File: config.mk
export PLATFORM = sky130hd
export DESIGN_NAME = stopwatch_display_flat
export DESIGN_NICKNAME = d
export VERILOG_FILES = /design/src/rtl/stopwatch_pkg.sv /design/src/rtl/stopwatch_display_if.sv /design/src/rtl/bcd_to_seg.sv /design/src/rtl/stopwatch_display.sv /design/src/flat_wrapper.sv
export SDC_FILE = /design/constraint.sdc
export NUM_CORES = 1
export LEC_CHECK = 0
export CORE_MARGIN = 2
export CORE_UTILIZATION = 50
export CTS_CLUSTER_DIAMETER = 120
export DETAILED_ROUTE_END_ITERATION = 12
export GPL_ROUTABILITY_DRIVEN = 0
export GPL_TIMING_DRIVEN = 0
export PLACE_DENSITY = 0.75
export RECOVER_POWER = 25
export SETUP_SLACK_MARGIN = 0.02
export SLEW_MARGIN = 10
export SYNTH_ARGS = -nofsm -noshare
export SYNTH_HDL_FRONTEND = slang
export SYNTH_SLANG_ARGS = --single-unit
File: constraint.sdc
create_clock -name clk -period 3.15 [get_ports clk]
set_input_delay 0.63 -clock clk [delete_from_list [all_inputs] [get_ports clk]]
set_output_delay 0.63 -clock clk [all_outputs]
set_load 0.1 [all_outputs]
File: src/rtl/stopwatch_pkg.sv
`default_nettype none
// ============================================================================
//  Module      : stopwatch_pkg
//  Description : Shared constants and types for the stopwatch display stage:
//                digit width, active-low seven-segment glyphs, display state
//                encoding and the six-digit time bundle.
//  Revision    : 1.0  initial release
// ============================================================================
package stopwatch_pkg;

  localparam int BCD_W = 4;

  // Segment patterns are active-low {dp,g,f,e,d,c,b,a}; dp is off in all glyphs
  localparam logic [7:0] SEG_BLANK = 8'hFF;
  localparam logic [7:0] SEG_DASH  = 8'hBF;

  // Entry n is the glyph for digit n (entry 0 is the rightmost element)
  localparam logic [9:0][7:0] SEG_GLYPH = {
    8'h90,  // 9
    8'h80,  // 8
    8'hF8,  // 7
    8'h82,  // 6
    8'h92,  // 5
    8'h99,  // 4
    8'hB0,  // 3
    8'hA4,  // 2
    8'hF9,  // 1
    8'hC0   // 0
  };

  typedef enum logic [0:0] {
    ST_LIVE = 1'b0,
    ST_HOLD = 1'b1
  } state_t;

  // Full time value as delivered by the stopwatch counter chain
  typedef struct packed {
    logic [BCD_W-1:0] min1;
    logic [BCD_W-1:0] min0;
    logic [BCD_W-1:0] sec1;
    logic [BCD_W-1:0] sec0;
    logic [BCD_W-1:0] small_sec1;
    logic [BCD_W-1:0] small_sec0;
  } digits_t;

endpackage : stopwatch_pkg
`default_nettype wire

File: src/rtl/stopwatch_display_if.sv
`default_nettype none
// ============================================================================
//  Module      : stopwatch_display_if
//  Description : Connection between the stopwatch counter chain (master) and
//                the display stage (slave): BCD digits, page select, lap
//                request, and the multiplexed display drive.
//  Revision    : 1.0  initial release
// ============================================================================
interface stopwatch_display_if;
  import stopwatch_pkg::*;

  logic [BCD_W-1:0] small_sec0;
  logic [BCD_W-1:0] small_sec1;
  logic [BCD_W-1:0] sec0;
  logic [BCD_W-1:0] sec1;
  logic [BCD_W-1:0] min0;
  logic [BCD_W-1:0] min1;
  logic             show_min;
  logic             hold_pulse;
  logic             held;
  logic [3:0]       anode;
  logic [7:0]       segs;

  modport master (
    output small_sec0, small_sec1, sec0, sec1, min0, min1,
    output show_min, hold_pulse,
    input  held, anode, segs
  );

  modport slave (
    input  small_sec0, small_sec1, sec0, sec1, min0, min1,
    input  show_min, hold_pulse,
    output held, anode, segs
  );

endinterface : stopwatch_display_if
`default_nettype wire

File: src/rtl/bcd_to_seg.sv
`default_nettype none
// ============================================================================
//  Module      : bcd_to_seg
//  Description : Combinational BCD to active-low seven-segment decoder with
//                decimal point. Codes 10..15 render as a dash.
//  Revision    : 1.0  initial release
// ============================================================================
module bcd_to_seg
  import stopwatch_pkg::*;
(
  input  logic [BCD_W-1:0] bcd,
  input  logic             dp,    // 1 lights the decimal point
  output logic [7:0]       segs
);

  logic [7:0] glyph;

  // Look up the glyph, falling back to a dash for non-decimal codes
  always_comb begin
    glyph = SEG_DASH;
    if (bcd <= 4'd9) begin
      glyph = SEG_GLYPH[bcd];
    end
    segs = {glyph[7] & ~dp, glyph[6:0]};
  end

endmodule : bcd_to_seg
`default_nettype wire

File: src/rtl/stopwatch_display.sv
`default_nettype none
// ============================================================================
//  Module      : stopwatch_display
//  Description : Four-digit multiplexed common-anode display driver for the
//                stopwatch. Selects a minutes or seconds page, freezes a lap
//                value on request, and scans the digits from a free-running
//                counter. All outputs are registered.
//  Options     : LEADING_ZERO_BLANK_EN - blank the leftmost digit when it is 0
//  Revision    : 1.0  initial release
// ============================================================================
module stopwatch_display
  import stopwatch_pkg::*;
#(
  parameter int SCAN_CNT_W = 18   // digit index is the top two bits; min 3
) (
  input  logic               clk,
  input  logic               rst,
  stopwatch_display_if.slave bus
);

  logic [SCAN_CNT_W-1:0] scan_cnt_q, scan_cnt_d;
  state_t                state_q, state_d;
  digits_t               hold_q, hold_d;
  logic                  held_q, held_d;
  logic [3:0]            anode_q, anode_d;
  logic [7:0]            segs_q, segs_d;

  logic                  capture_en;
  digits_t               live;
  digits_t               src;
  logic [1:0]            idx;
  logic [BCD_W-1:0]      digit_val;
  logic                  digit_dp;
  logic [7:0]            glyph;

  // Gather the live inputs into one bundle so live and held share one mux
  always_comb begin
    live.min1       = bus.min1;
    live.min0       = bus.min0;
    live.sec1       = bus.sec1;
    live.sec0       = bus.sec0;
    live.small_sec1 = bus.small_sec1;
    live.small_sec0 = bus.small_sec0;
  end

  // Free-running scan counter; wraps naturally at all-ones
  always_comb begin
    scan_cnt_d = scan_cnt_q + {{(SCAN_CNT_W-1){1'b0}}, 1'b1};
  end

  // FSM state register
  always_ff @(posedge clk or posedge rst) begin
    if (rst) begin
      state_q <= ST_LIVE;
    end else begin
      state_q <= state_d;
    end
  end

  // FSM next state: every lap pulse toggles between live and hold
  always_comb begin
    state_d = state_q;
    if (bus.hold_pulse) begin
      state_d = (state_q == ST_LIVE) ? ST_HOLD : ST_LIVE;
    end
  end

  // FSM outputs: capture only on entry to hold; held indicator tracks state
  always_comb begin
    capture_en = (state_q == ST_LIVE) && bus.hold_pulse;
    held_d     = (state_q == ST_HOLD);
  end

  // Hold registers keep the lap value until the next capture
  always_comb begin
    hold_d = capture_en ? live : hold_q;
  end

  // Page mux: pick the source, then the digit for the current scan slot
  always_comb begin
    src       = (state_q == ST_HOLD) ? hold_q : live;
    idx       = scan_cnt_q[SCAN_CNT_W-1 -: 2];
    digit_val = '0;
    digit_dp  = (idx == 2'd2);
    if (bus.show_min) begin
      case (idx)
        2'd3:    digit_val = src.min1;
        2'd2:    digit_val = src.min0;
        2'd1:    digit_val = src.sec1;
        default: digit_val = src.sec0;
      endcase
    end else begin
      case (idx)
        2'd3:    digit_val = src.sec1;
        2'd2:    digit_val = src.sec0;
        2'd1:    digit_val = src.small_sec1;
        default: digit_val = src.small_sec0;
      endcase
    end
  end

  bcd_to_seg u_bcd_to_seg (
    .bcd  (digit_val),
    .dp   (digit_dp),
    .segs (glyph)
  );

  // Next display drive: one active-low anode, glyph with optional blanking
  always_comb begin
    anode_d = ~(4'b0001 << idx);
    segs_d  = glyph;
`ifdef LEADING_ZERO_BLANK_EN
    // Only the leftmost digit blanks; index 2 carries the separator dp
    if ((idx == 2'd3) && (digit_val == '0)) begin
      segs_d = SEG_BLANK;
    end
`endif
  end

  // State-holding registers other than the FSM
  always_ff @(posedge clk or posedge rst) begin
    if (rst) begin
      scan_cnt_q <= '0;
      hold_q     <= '0;
      held_q     <= 1'b0;
      anode_q    <= 4'b1111;
      segs_q     <= SEG_BLANK;
    end else begin
      scan_cnt_q <= scan_cnt_d;
      hold_q     <= hold_d;
      held_q     <= held_d;
      anode_q    <= anode_d;
      segs_q     <= segs_d;
    end
  end

  assign bus.held  = held_q;
  assign bus.anode = anode_q;
  assign bus.segs  = segs_q;

endmodule : stopwatch_display
`default_nettype wire

File: src/flat_wrapper.sv
// flat-port wrapper written by rule: the top's interface ports become plain ports
module stopwatch_display_flat import stopwatch_pkg::*;
#(
  parameter int SCAN_CNT_W = 18                                            
)
  (clk, rst, bus_small_sec0, bus_small_sec1, bus_sec0, bus_sec1, bus_min0, bus_min1, bus_show_min, bus_hold_pulse, bus_held, bus_anode, bus_segs);
  stopwatch_display_if bus_i ();
  input  logic clk;
  input  logic rst;
  input wire logic [$bits(bus_i.small_sec0)-1:0] bus_small_sec0;
  input wire logic [$bits(bus_i.small_sec1)-1:0] bus_small_sec1;
  input wire logic [$bits(bus_i.sec0)-1:0] bus_sec0;
  input wire logic [$bits(bus_i.sec1)-1:0] bus_sec1;
  input wire logic [$bits(bus_i.min0)-1:0] bus_min0;
  input wire logic [$bits(bus_i.min1)-1:0] bus_min1;
  input wire logic [$bits(bus_i.show_min)-1:0] bus_show_min;
  input wire logic [$bits(bus_i.hold_pulse)-1:0] bus_hold_pulse;
  output wire logic [$bits(bus_i.held)-1:0] bus_held;
  output wire logic [$bits(bus_i.anode)-1:0] bus_anode;
  output wire logic [$bits(bus_i.segs)-1:0] bus_segs;
  assign bus_i.small_sec0 = bus_small_sec0;
  assign bus_i.small_sec1 = bus_small_sec1;
  assign bus_i.sec0 = bus_sec0;
  assign bus_i.sec1 = bus_sec1;
  assign bus_i.min0 = bus_min0;
  assign bus_i.min1 = bus_min1;
  assign bus_i.show_min = bus_show_min;
  assign bus_i.hold_pulse = bus_hold_pulse;
  assign bus_held = bus_i.held;
  assign bus_anode = bus_i.anode;
  assign bus_segs = bus_i.segs;
  stopwatch_display #(.SCAN_CNT_W(SCAN_CNT_W)) u_core (.clk(clk), .rst(rst), .bus(bus_i));
endmodule
======== Word-level counts from Yosys, hierarchy flattened ========
Memories as Yosys holds them, arrays and structs flattened.
Index checks and enable logic that the tools add are counted.
Widths: inputs -> output; s select.
operators by class
  $add $sub $neg .......................... 1
  divide/modulo/power cells ............... 0
  bitwise logic cells ..................... 4
  multiply operators ...................... 0
  equality and inequality tests ........... 3
  reduce and logical (&&, ||, !) cells .... 1
  order comparisons ....................... 2
  shift-type cells ........................ 1
  muxes and demuxes ....................... 7
operator list
  kind                   number
  $mux 24                1
  $pmux 4 s3             2
  $add 18x1->18 const B  1
  $mux 8                 2
  $lt 4x5->1 const B     1
  $eq 2x2->1 const B     2
  $le 4x4->1 const B     1
  $mux 4                 1
  $not 4->4              1
  $shl 1x2->4 const A    1
  $eq 2x1->1 const B     1
  $not 1->1              2
  $and 1x1->1            1
  $logic_and 1x1->1      1
  $mux 1                 1
storage, ports and cells
  input bits .............................. 28
  memories ................................ 1
  output and inout port bits .............. 13
  word-level logic and storage cells ...... 31
  memory bits (read-only) ................. 128
  latch bits .............................. 0
  bits in registers ....................... 56
  RAM bits ................................ 0
memories
  memory           words  width  rd ports  clocked after memory_dff  wr ports  RTL line          RTL
  (no name shown)  16     8      1         0                         0         bcd_to_seg.sv:22  glyph = SEG_GLYPH[bcd];

======== Depth between registers and ports, before layout ========
Gate-level depths: netlist of run 1.
  depth after elaboration ................. 7
  mapped depth ............................ 13
  depth with buffers taken out ............ 11

======== Cells and area by module ========
From an unflattened synthesis of run 1, not the netlist that was laid out.
second synthesis, totals
  cell total of the unflattened synthesis .. 208
  area, all modules ....................... 2698.8 sq um
modules (own cells, without submodules)
  module             area an instance (sq um)  sequential area each (sq um)  instances  cells each
  stopwatch_display  2479.9                    1416.4                        1          182
  bcd_to_seg         219.0                     0.0                           1          26

======== Worst setup path before layout of run 1 ========
OpenSTA, ideal clock, no wires.
  path kind ............................... register -> register
  start point ............................. register u_core.state_q (netlist: u_core.held_d)
  end point ............................... register u_core.segs_q[3] (netlist: u_core.bus.segs[3])
  arrival time ............................ 2.210 ns
  period minus slack after synthesis ...... 2.291 ns
  buffers on the path ..................... 2
  setup time .............................. 0.081 ns
  data required time ...................... 3.069 ns
  setup slack ............................. 0.859 ns
  cell stages (with the launch flop) ...... 14
  cell sequence ........................... dfrtp_1 buf_6 buf_12 mux4_2 nand2_1 nand2_1 nand2_1 o21a_1 inv_1 ha_1 nor2_1 inv_1 a21o_1 o211ai_1
on the way
  word-level cells in the longest chain between the ends .. 6
  elaborated cells between the ends (all ways) .. 8
  classes of those cells .................. order compare (1); mux (6); memory (1)
ends and longest elaborated chain
  item                           RTL line                                          RTL
  start, declared                stopwatch_display.sv:22                           state_t state_q, state_d;
  start signal, assigned         stopwatch_display.sv:56                           state_q <= state_d;
  $mux 24 (*)                    stopwatch_display.sv:81                           src = (state_q == ST_HOLD) ? hold_q : live;
  $pmux 4 s3 (on tied branches)  stopwatch_display.sv:93, stopwatch_display.sv:86
  $mux 4 (*)                     stopwatch_display.sv:85                           if (bus.show_min) begin
  $mem_v2 16x8                   n/a
  $mux 8 (not written as such)   bcd_to_seg.sv:22
  $mux 8 (*)                     bcd_to_seg.sv:21                                  if (bcd <= 4'd9) begin
  named net u_core.glyph[3]      stopwatch_display.sv:34                           logic [7:0] glyph;
  end signal, assigned           stopwatch_display.sv:133                          segs_q <= segs_d;
  end, declared                  stopwatch_display.sv:26                           logic [7:0] segs_q, segs_d;
The timed path passes the listed nets; every way through them passes the cells marked *. The select of a mux whose other input is x is not followed.
A chain may end at the register's enable or synchronous reset.

======== Final worst setup path of run 1 ========
  start point ............................. register u_core.scan_cnt_q[16]
  end point ............................... register u_core.segs_q[3] (netlist: u_core.bus.segs[3])
on the way
  word-level cells in the longest chain between the ends .. 6
  elaborated cells between the ends (all ways) .. 10
  classes of those cells .................. order compare (1); eq/ne (3); mux (5); memory (1)
ends and longest elaborated chain
  item                                      RTL line                                          RTL
  start, declared                           stopwatch_display.sv:21                           logic [SCAN_CNT_W-1:0] scan_cnt_q, scan_cnt_d;
  start signal, assigned                    stopwatch_display.sv:129                          scan_cnt_q <= scan_cnt_d;
  $eq 2x1->1 or $eq 2x2->1 (tied branches)  stopwatch_display.sv:86, stopwatch_display.sv:93
  $pmux 4 s3 (on tied branches)             stopwatch_display.sv:93, stopwatch_display.sv:86
  $mux 4 (*)                                stopwatch_display.sv:85
  $mem_v2 16x8                              n/a
  $mux 8 (not written as such)              bcd_to_seg.sv:22
  $mux 8 (*)                                bcd_to_seg.sv:21
  named net u_core.glyph[3]                 stopwatch_display.sv:34
Marks and branches as above.

==> impl_results.md, run 1 <==
* Internal power at 1.72 mW
* Arr. time, crit path at 2950 ps
* Clock network power share at 0.141
* Final WS setup at 432 ps
* Grt ovf at 0
* CTS Buffer Depth at 2
* Cells after synthesis at 206
* Clock sink total at 55
* Total wire length at 4480 um
* Worst-Skew Late Latency at 310 ps
* Commonest non-fill, non-tap cell in the layout: dfrtp_1
* Critical path class: reg -> reg
* Seq cells post-synth at 55
* Die W at 77.5 um
* Share of layout cells above drive strength 1 at 0.259
* GRT Util Overall at 0.168
* Core Rows at 26
* Vias in the first global route at 1669
* DP HPWL at 3340 um
* P_leak at 1.43 nW
* I/O pins at 41
* Final ANT Viol Nets at 0
* Initial DRC count at 58
* Die Ht at 77.5 um
* CTS tree: built
* Hold WS at 411 ps
* Setup TNS at 0 ps
* Asr flop ratio synth at 1.00
* Yosys top cell area share at 0.408
* DRC errors left at 0
* Period Utilization, post-route at 0.863
* Worst slack, placed at 258 ps
* Area Growth Syn to Fin at 22.2%
* Global-route wire length before repair at 7940 um
* Worst slew pin tran at 971 ps
* Filler cells at 391
* Worst Path Max Fanout at 10
* Core area at 0.00517 mm2
* Gate power share at 0.493
* Max Slew Vio Count at 0
* Resized cells post-CTS at 0
* Routed wire length per instance at 13.8 um
* Switch Pwr at 1.10 mW
* CP top delay family: buffers and inverters
* Crit end category: flop
* Required time worst endpoint at 3380 ps
* Post-synth EDFFs at 0
* Ranking of synthesized cells by area: dfrtp_1 (41%), dfstp_2 (11%), mux2_2 (10%)
* Register Area at 0.00139 mm2
* Seq/Total Area, Yosys at 0.515
* Initial Util at 0.522
* Synthesized area per cell at 13.1 um2
* Average via count per standard cell at 5.19
* Syn. warnings at 0
* Initial antenna violation count at 0
* Top FF cell, synth: dfrtp_1
* F_max at 368 MHz
* Run status: complete, no violations
* Switching share of power at 0.390
* Slowest stage delay, CP at 360 ps
* Synth area leader: dfrtp_1
* Max cap viols at 0
* Setup bufs post-CTS at 0
* Slowest-stage cell, CP: mux4_2
* N_diodes at 0
* Layout Nets at 288
* Mapped cell area at 0.00270 mm2
* Maximum vdd drop at 0.622 mV
* Pwr/cell area at 855 mW/mm2
* Syn nets at 240
* Most frequent cells in the layout: dfrtp_1 (44), clkdlybuf4s50_1 (38), mux2_2 (24), nand2_1 (16)
* Clock slew at reported path FFs at 100 ps
* CTS Root Cell: clkbuf_8
* Slew margin rel. at 0.351
* Hold Crit Class: reg -> reg
* # setup viols final at 0
* Flop pwr share at 0.365
* Power Total at 2.82 mW
* Netlist cell types at 34
* Final Hold Vio Count at 0
* Largest net degree at the start of global routing at 38
* Hold buffer count at CTS at 0
* Drt pass-1 iters at 4
* Clock skew at 10.5 ps
* # port buffers at 40
* Worst reg-to-reg setup slack at 430 ps
* Bufs and invs on worst path at 4
* Crit path cell chain: clkbuf_1, buf_2, mux4_2, nand2_1, nand2_1, nand2_1, o21a_1, inv_1, ha_1, nor2_1, inv_1, a21o_1, o211ai_1
* Die area at 0.00600 mm2
* Vias at 1688
* CTS H-tree lvls at 2
* Fin util at 0.637
* Startpoint Class: flop
* RSZ-0062 raised after global routing: no
* Cts bufs inserted at 5
* Post-layout minimum cycle time at 2720 ps
* Multi-input gate area at 0.00120 mm2
* Crit-path most repeated cell: nand2_1
[metal layers]
metal / global-route usage / wire [um]
met5: 0 / 0
met3: 0.0407 / 152
met4: 0.0429 / 47
met1: 0.229 / 2140
met2: 0.274 / 2140
[state kept, by name (all words and copies together), names as in the netlist]
register	cells
u_core.bus.segs	7
u_core.hold_q	24
u_core.held_d	1
u_core.scan_cnt_q	18
u_core.bus.held	1
u_core.bus.anode	4
[cell type report]
| cell class | count | area share |
|---|---|---|
| clock buffer | 7 | 0.0262 |
| clock inverter | 1 | 0.00152 |
| multi-input combinational | 132 | 0.363 |
| inverter | 8 | 0.00911 |
| buffer | 11 | 0.0243 |
| sequential | 55 | 0.422 |
| tap | 70 | 0.0266 |
| timing repair buffer | 41 | 0.128 |
[power by group through the flow]
stage	clock network, mW	logic [mW]	registers, mW
after global routing	0.435	1.49	1.06
final	0.397	1.39	1.03
after floorplan	0	0.786	1.38
after CTS	0.408	1.40	1.03
after global placement	0	1.38	1.03
after detailed placement	0	1.40	1.04
[logic make-up after synthesis]
logic type | synth area share
flops | 0.515
simple gates | 0.0849
mux | 0.212
buf+inv | 0.0413
compound gates | 0.0640
xor+xnor | 0.0552
fa+ha+maj | 0.0278
[synth_stat cells, types with 4 or more instances]
| cell | n |
|---|---|
| mux4_2 | 8 |
| ha_1 | 6 |
| buf_2 | 4 |
| dfstp_2 | 11 |
| nor2_1 | 8 |
| dfrtp_1 | 44 |
| xor2_1 | 5 |
| mux2_2 | 24 |
| inv_1 | 8 |
| nand2_1 | 16 |
| mux2i_1 | 12 |
| a221oi_2 | 4 |
| xnor2_1 | 12 |
| nand3_1 | 11 |
[final timing paths]
kind                                  endpoint  cells after the start             startpoint
setup / recovery            u_core.bus.segs[3]                     13  u_core.scan_cnt_q[16]
setup reg to reg            u_core.bus.segs[3]                     13  u_core.scan_cnt_q[16]
min in group asynchronous     u_core.hold_q[2]                      2                    rst
max in group asynchronous  u_core.bus.anode[2]                      3                    rst
hold / removal                 u_core.bus.held                      0          u_core.held_d
hold reg to reg                u_core.bus.held                      0          u_core.held_d
[per-stage QoR]
stage	area [um2]	instances
after detailed placement	3210	317
after global placement	3190	316
final	3300	325
after CTS	3300	325
after floorplan	2700	206
after global routing	3300	325
No activity file was read; power rests on OpenSTA's default activity.
==> run 2, diff against run 1 <==
--- a/config.mk
+++ b/config.mk
@@ -6,12 +6,12 @@
 export NUM_CORES = 1
 export LEC_CHECK = 0
 export CORE_MARGIN = 2
-export CORE_UTILIZATION = 50
+export CORE_UTILIZATION = 54
 export CTS_CLUSTER_DIAMETER = 120
 export DETAILED_ROUTE_END_ITERATION = 12
 export GPL_ROUTABILITY_DRIVEN = 0
 export GPL_TIMING_DRIVEN = 0
-export PLACE_DENSITY = 0.75
+export PLACE_DENSITY = 0.8
 export RECOVER_POWER = 25
 export SETUP_SLACK_MARGIN = 0.02
 export SLEW_MARGIN = 10
==> constraint.sdc (replaced) <==
create_clock -name clk -period 3.05 [get_ports clk]
set_input_delay 0.61 -clock clk [delete_from_list [all_inputs] [get_ports clk]]
set_output_delay 0.61 -clock clk [all_outputs]
set_load 0.1 [all_outputs]
==> run 2 against run 1 <==
- worst hold slack worse by 2.0 ps
- total power rose by 3.5%
- critical path type unchanged
- clock power barely moved
- sequential power is 4% higher
- maximum frequency rose by 1.9%
- combinational power rose by 4%
- first-iteration DRC count is 22% higher
- flip-flop and latch count did not move
- die area decreased by 7.0%
==> impl_results.md, run 2 (synthesis gave the netlist of run 1 again) <==
* Run status: complete, no violations
* P_leak at 1.42 nW (-0.49%)
* Slew margin rel. at 0.350 (-0.000638)
* Period Utilization, post-route at 0.874 (+0.0115)
* Worst r2r dst: u_core.bus.segs[3]
* GRT Util Overall at 0.198 (+0.0295)
* Maximum vdd drop at 0.647 mV (+4.0%)
* Reg2Reg Depth at 13 (unchanged)
* Initial antenna violation count at 0 (unchanged)
* Area Growth Syn to Fin at 21.8%
* Hold Path Origin: u_core.held_d
* Setup TNS at 0 ps (unchanged)
* Worst slew pin tran at 972 ps (+0.954 ps)
* CTS tree: built
* Drt pass-1 iters at 4 (unchanged)
* Worst Hold End: u_core.bus.held
* Top Layer Used: met4
* Most flops, register: u_core.hold_q
* Hold Path Depth at 0 (unchanged)
* Met1 wire length at 2140 um (about the same)
* Arr. time, crit path at 2900 ps (-50 ps)
* Routed wire length per instance at 14.7 um (+6.7%)
* Vias in the first global route at 1747 (+4.7%)
* Resized cells post-CTS at 0 (unchanged)
* Max Slew Vio Count at 0 (unchanged)
* Critical path class: reg -> reg
* Clock slew at reported path FFs at 90 ps (about the same)
* Layout Nets at 288 (unchanged)
* Share of layout cells above drive strength 1 at 0.259 (unchanged)
* Worst Path Max Fanout at 10 (unchanged)
* Met3 wire len at 202 um (+33%)
* Startpoint Class: flop
* Largest net degree at the start of global routing at 38 (unchanged)
* DP HPWL at 3540 um (+5.9%)
* Die Ht at 74.7 um (-3.6%)
* Commonest non-fill, non-tap cell in the layout: dfrtp_1
* Pwr/cell area at 887 mW/mm2 (+3.8%)
* Grt ovf at 0 (unchanged)
* Die W at 74.7 um (-3.6%)
* Worst reg-to-reg setup slack at 380 ps (-50 ps)
* Met2 wire len at 2330 um (+8.6%)
* Initial Util at 0.564 (+0.0421)
* # port buffers at 40 (unchanged)
* Global-route wire length before repair at 8090 um (+1.9%)
* Power Total at 2.92 mW (+3.5%)
* DRC errors left at 0 (unchanged)
* Clock skew at 4.09 ps (-6.39 ps)
* CTS H-tree lvls at 2 (unchanged)
* Core area at 0.00479 mm2 (-7.5%)
* Setup bufs post-CTS at 0 (unchanged)
* CTS Root Cell: clkbuf_8
* Core Rows at 25 (-3.8%)
* Worst r2r src: u_core.scan_cnt_q[16]
* Total wire length at 4740 um (+5.7%)
* Worst-Skew Late Latency at 310 ps (about the same)
* I/O pins at 41 (unchanged)
* Max reg flops at 24 (unchanged)
* RSZ-0062 raised after global routing: no
* Worst slack, placed at 132 ps (-126 ps)
* Final WS setup at 383 ps (-48.8 ps)
* Hold Crit Class: reg -> reg
* N_diodes at 0 (unchanged)
* Required time worst endpoint at 3280 ps (-100 ps)
* Max cap viols at 0 (unchanged)
* F_max at 375 MHz (+1.9%)
* Crit end category: flop
* # setup viols final at 0 (unchanged)
* Die area at 0.00558 mm2 (-7.0%)
* Final ANT Viol Nets at 0 (unchanged)
* Hold buffer count at CTS at 0 (unchanged)
* Cts bufs inserted at 5 (unchanged)
* Clock sink total at 55 (unchanged)
* Initial DRC count at 71 (+22%)
* Most frequent cells in the layout: dfrtp_1 (44), clkdlybuf4s50_1 (38), mux2_2 (24), nand2_1 (16)
* Post-layout minimum cycle time at 2670 ps (-51.2 ps)
* Average via count per standard cell at 5.30 (+2.1%)
* CTS Buffer Depth at 2 (unchanged)
* Final Hold Vio Count at 0 (unchanged)
* Vias at 1708 (+1.2%)
==> run 2: worst max path at each step <==
| stage | endpoint | start | depth (start not counted) |
|---|---|---|---|
| after floorplan | u_core.bus.segs[3] | u_core.held_d | 13 |
| after global placement | u_core.hold_q[18] | rst | 2 |
| after detailed placement | u_core.bus.segs[3] | bus_show_min | 10 |
| after CTS | bus_segs[7] | u_core.bus.anode[2] | 2 |
| after global routing | u_core.bus.segs[3] | u_core.scan_cnt_q[16] | 13 |
| final | u_core.bus.segs[3] | u_core.scan_cnt_q[16] | 13 |
==> run 2: layout make-up <==
type | count | area, um2
clock buffers | 6 | 72.6
clock inverters | 2 | 12.5
fillers | 367 | 1500
inverters | 8 | 30.0
multi-input cells | 132 | 1200
plain buffers | 11 | 80.1
flip-flops and latches | 55 | 1390
repair buffers | 41 | 420
well taps | 67 | 83.8
==> run 2: routing by layer <==
| metal | up-vias | global-route usage |
|---|---|---|
| li1 | 822 | - |
| met1 | 845 | 0.256 |
| met2 | 34 | 0.324 |
| met3 | 7 | 0.0482 |
| met4 | 0 | 0.0813 |
| met5 | - | 0 |
==> run 2: worst max-delay path, stage by stage, from the launching register on <==
cell	delay (ps)
dfrtp_1	330
clkbuf_1	320
buf_2	320
mux4_2	350
nand2_1	80
nand2_1	50
nand2_1	50
o21a_1	250
inv_1	90
ha_1	240
nor2_1	140
inv_1	50
a21o_1	200
o211ai_1	100
==> run 2: power by group <==
part	internal, mW	leakage (nW)	total [mW]	switching, mW
logic	0.610	0.725	1.45	0.837
registers	0.980	0.656	1.07	0.0933
clock network	0.161	0.0412	0.395	0.234
==> run 2: per-stage QoR <==
stage	hold slack [ps]	utilization	cell area, um2	instances
3_3_place_gp	386	0.665	3180	313
6_report	409	0.687	3290	322
4_1_cts	413	0.687	3290	322
2_1_floorplan	374	-	2700	206
5_1_grt	430	0.687	3290	322
3_5_place_dp	385	0.669	3200	314
==> run 3, diff against run 2 <==
==> constraint.sdc (replaced) <==
create_clock -name clk -period 2.5 [get_ports clk]
set_input_delay 0.5 -clock clk [delete_from_list [all_inputs] [get_ports clk]]
set_output_delay 0.5 -clock clk [all_outputs]
set_load 0.1 [all_outputs]
==> run 3 against run 2 <==
- worst hold slack improved by 0.58 ps
- final cell count up 0.62%
- combinational power rose by 23%
- sequential power up 22%
- register-to-register slack got worse by 190 ps
- die area stayed put
- global-route usage did not move
- total power up 23%
- first-iteration DRC count up 20%
- critical path type is now in -> reg
- critical endpoint unchanged
==> impl_results.md, run 3 (synthesis gave the netlist of run 1 again) <==
* Max cap viols at 0 (unchanged)
* Required time worst endpoint at 2730 ps (-550 ps)
* Clock slew at reported path FFs at 90 ps (about the same)
* P_leak at 1.48 nW (+3.8%)
* Worst Setup EP: u_core.bus.segs[3]
* Area Growth Syn to Fin at 22.6%
* Critical path class: in -> reg
* Crit end category: flop
* Power Total at 3.59 mW (+23%)
* Period Utilization, post-route at 0.929
* Met3 Usage GRT at 0.0482 (unchanged)
* Die area at 0.00558 mm2 (unchanged)
* Largest net degree at the start of global routing at 38 (unchanged)
* Layout Nets at 290 (+0.69%)
* Post-layout minimum cycle time at 2320 ps
* Global-route wire length before repair at 8090 um (about the same)
* Die W at 74.7 um (unchanged)
* I/O pins at 41 (unchanged)
* Share of layout cells above drive strength 1 at 0.280 (+0.0213)
* Final Non-Filler Cells at 324 (+0.62%)
* Initial antenna violation count at 0 (unchanged)
* Maximum vdd drop at 0.610 mV (-5.6%)
* Slew margin rel. at 0.347 (-0.00306)
* Most flops, register: u_core.hold_q
* Fin util at 0.691 (+0.00471)
* # port buffers at 40 (unchanged)
* Worst Setup SP: bus_show_min
* Run status: complete, no violations
* Initial Util at 0.564 (unchanged)
* DRC errors left at 0 (unchanged)
* Worst reg-to-reg setup slack at 190 ps (-190 ps)
* Final ANT Viol Nets at 0 (unchanged)
* Cts bufs inserted at 5 (unchanged)
* Grt ovf at 0 (unchanged)
* Average via count per standard cell at 5.32 (+0.37%)
* Pwr/cell area at 1080 mW/mm2 (+22%)
* GRT busiest layer: met2
* Vias in the first global route at 1749 (+0.11%)
* Worst r2r src: u_core.held_d
* Drt pass-1 iters at 4 (unchanged)
* Post-Place Cell Area at 0.00320 mm2 (unchanged)
* Total wire length at 4870 um (+2.9%)
* Reg2Reg Depth at 11 (-2)
* N_diodes at 0 (unchanged)
* CTS tree: built
* Setup TNS at 0 ps (unchanged)
* DP HPWL at 3540 um (unchanged)
* Worst r2r dst: u_core.bus.segs[3]
* # setup viols final at 0 (unchanged)
* DP Cell Count at 314 (unchanged)
* Routed wire length per instance at 15.0 um (+2.3%)
* Routing usage on met2 at 0.324 (unchanged)
* Worst slew pin tran at 978 ps (+6.04 ps)
* Arr. time, crit path at 2560 ps (-340 ps)
* Worst-Skew Late Latency at 310 ps (about the same)
* Max reg flops at 24 (unchanged)
* GRT met1 Usage at 0.256 (unchanged)
* CTS Buffer Depth at 2 (unchanged)
* Clock skew at 2.48 ps (-1.61 ps)
* Startpoint Class: input port
* Core area at 0.00479 mm2 (unchanged)
* CTS Root Cell: clkbuf_8
* Clock sink total at 55 (unchanged)
* Most frequent cells in the layout: dfrtp_1 (44), clkdlybuf4s50_1 (27), mux2_2 (24), nand2_1 (16)
* Initial DRC count at 85 (+20%)
* Max Slew Vio Count at 0 (unchanged)
* CTS H-tree lvls at 2 (unchanged)
* Vias at 1725 (+1.0%)
* Final Hold Vio Count at 0 (unchanged)
* Hold buffer count at CTS at 0 (unchanged)
* Die Ht at 74.7 um (unchanged)
* Hold Crit Class: reg -> reg
* RSZ-0062 raised after global routing: no
* Commonest non-fill, non-tap cell in the layout: dfrtp_1
* Core Rows at 25 (unchanged)
* Worst Path Max Fanout at 6 (-4)
* Final Instance Area at 0.00331 mm2 (+0.69%)
* GRT Util Overall at 0.198 (unchanged)
* F_max at 431 MHz
==> run 3: cell count changes in the layout (fill, tap and decap cells not counted), moves of 2 or more <==
cell,delta
clkdlybuf4s50_1,-11
dlymetal6s2s_1,+6
buf_4,+2
dlygate4sd2_1,+6
==> run 3: layout make-up <==
cell class,instances,area [um2]
well taps,67,83.8
clock buffers,6,72.6
fillers,364,1480
flip-flops and latches,55,1390
inverters,8,30.0
multi-input cells,132,1210
repair buffers,43,428
clock inverters,2,12.5
plain buffers,11,83.8
==> run 3: worst min-delay path by stage <==
| stage | depth (start not counted) | to | start | slack (ps) |
|---|---|---|---|---|
| after global placement | 0 | u_core.bus.held | u_core.held_d | 390 |
| final | 0 | u_core.bus.held | u_core.held_d | 410 |
| after detailed placement | 0 | u_core.bus.held | u_core.held_d | 380 |
| after CTS | 0 | u_core.bus.held | u_core.held_d | 410 |
| after floorplan | 0 | u_core.bus.held | u_core.held_d | 370 |
| after global routing | 0 | u_core.bus.held | u_core.held_d | 430 |
==> run 3: worst max-delay path, cell delays in order <==
cell and delay, ps:
clkdlybuf4s50_1 630, inv_2 150, mux2i_1 170, o21ai_2 260
inv_1 130, ha_1 230, nor2_1 130, inv_1 50
a21o_1 200, o211ai_1 100
==> run 3: metrics by stage <==
step | setup WS [ps] | hold slack [ps]
2_1_floorplan | 209 | 374
3_3_place_gp | -278 | 386
3_5_place_dp | -308 | 385
4_1_cts | 19.2 | 413
5_1_grt | 35.5 | 430
6_report | 177 | 409
==> run 3: report_power, final <==
| group | internal, mW | switching [mW] |
|---|---|---|
| Sequential | 1.20 | 0.114 |
| Combinational | 0.757 | 1.04 |
| Clock | 0.196 | 0.288 |
| Total | 2.15 | 1.44 |
==> run 3: repair_timing <==
| action | CTS | global route |
|---|---|---|
| buffers inserted | 1 | 1 |
| cloned | 0 | 0 |
| pin swaps | 0 | 1 |
| resized for setup | 7 | 10 |
| setup endpoints to repair | 10 | 10 |
==> run 3: layer usage <==
layer / share of wire / vias to the layer above
li1: - / 826
met1: 0.45 / 856
met2: 0.49 / 34
met3: 0.039 / 9
met4: 0.021 / 0
met5: 0 / -
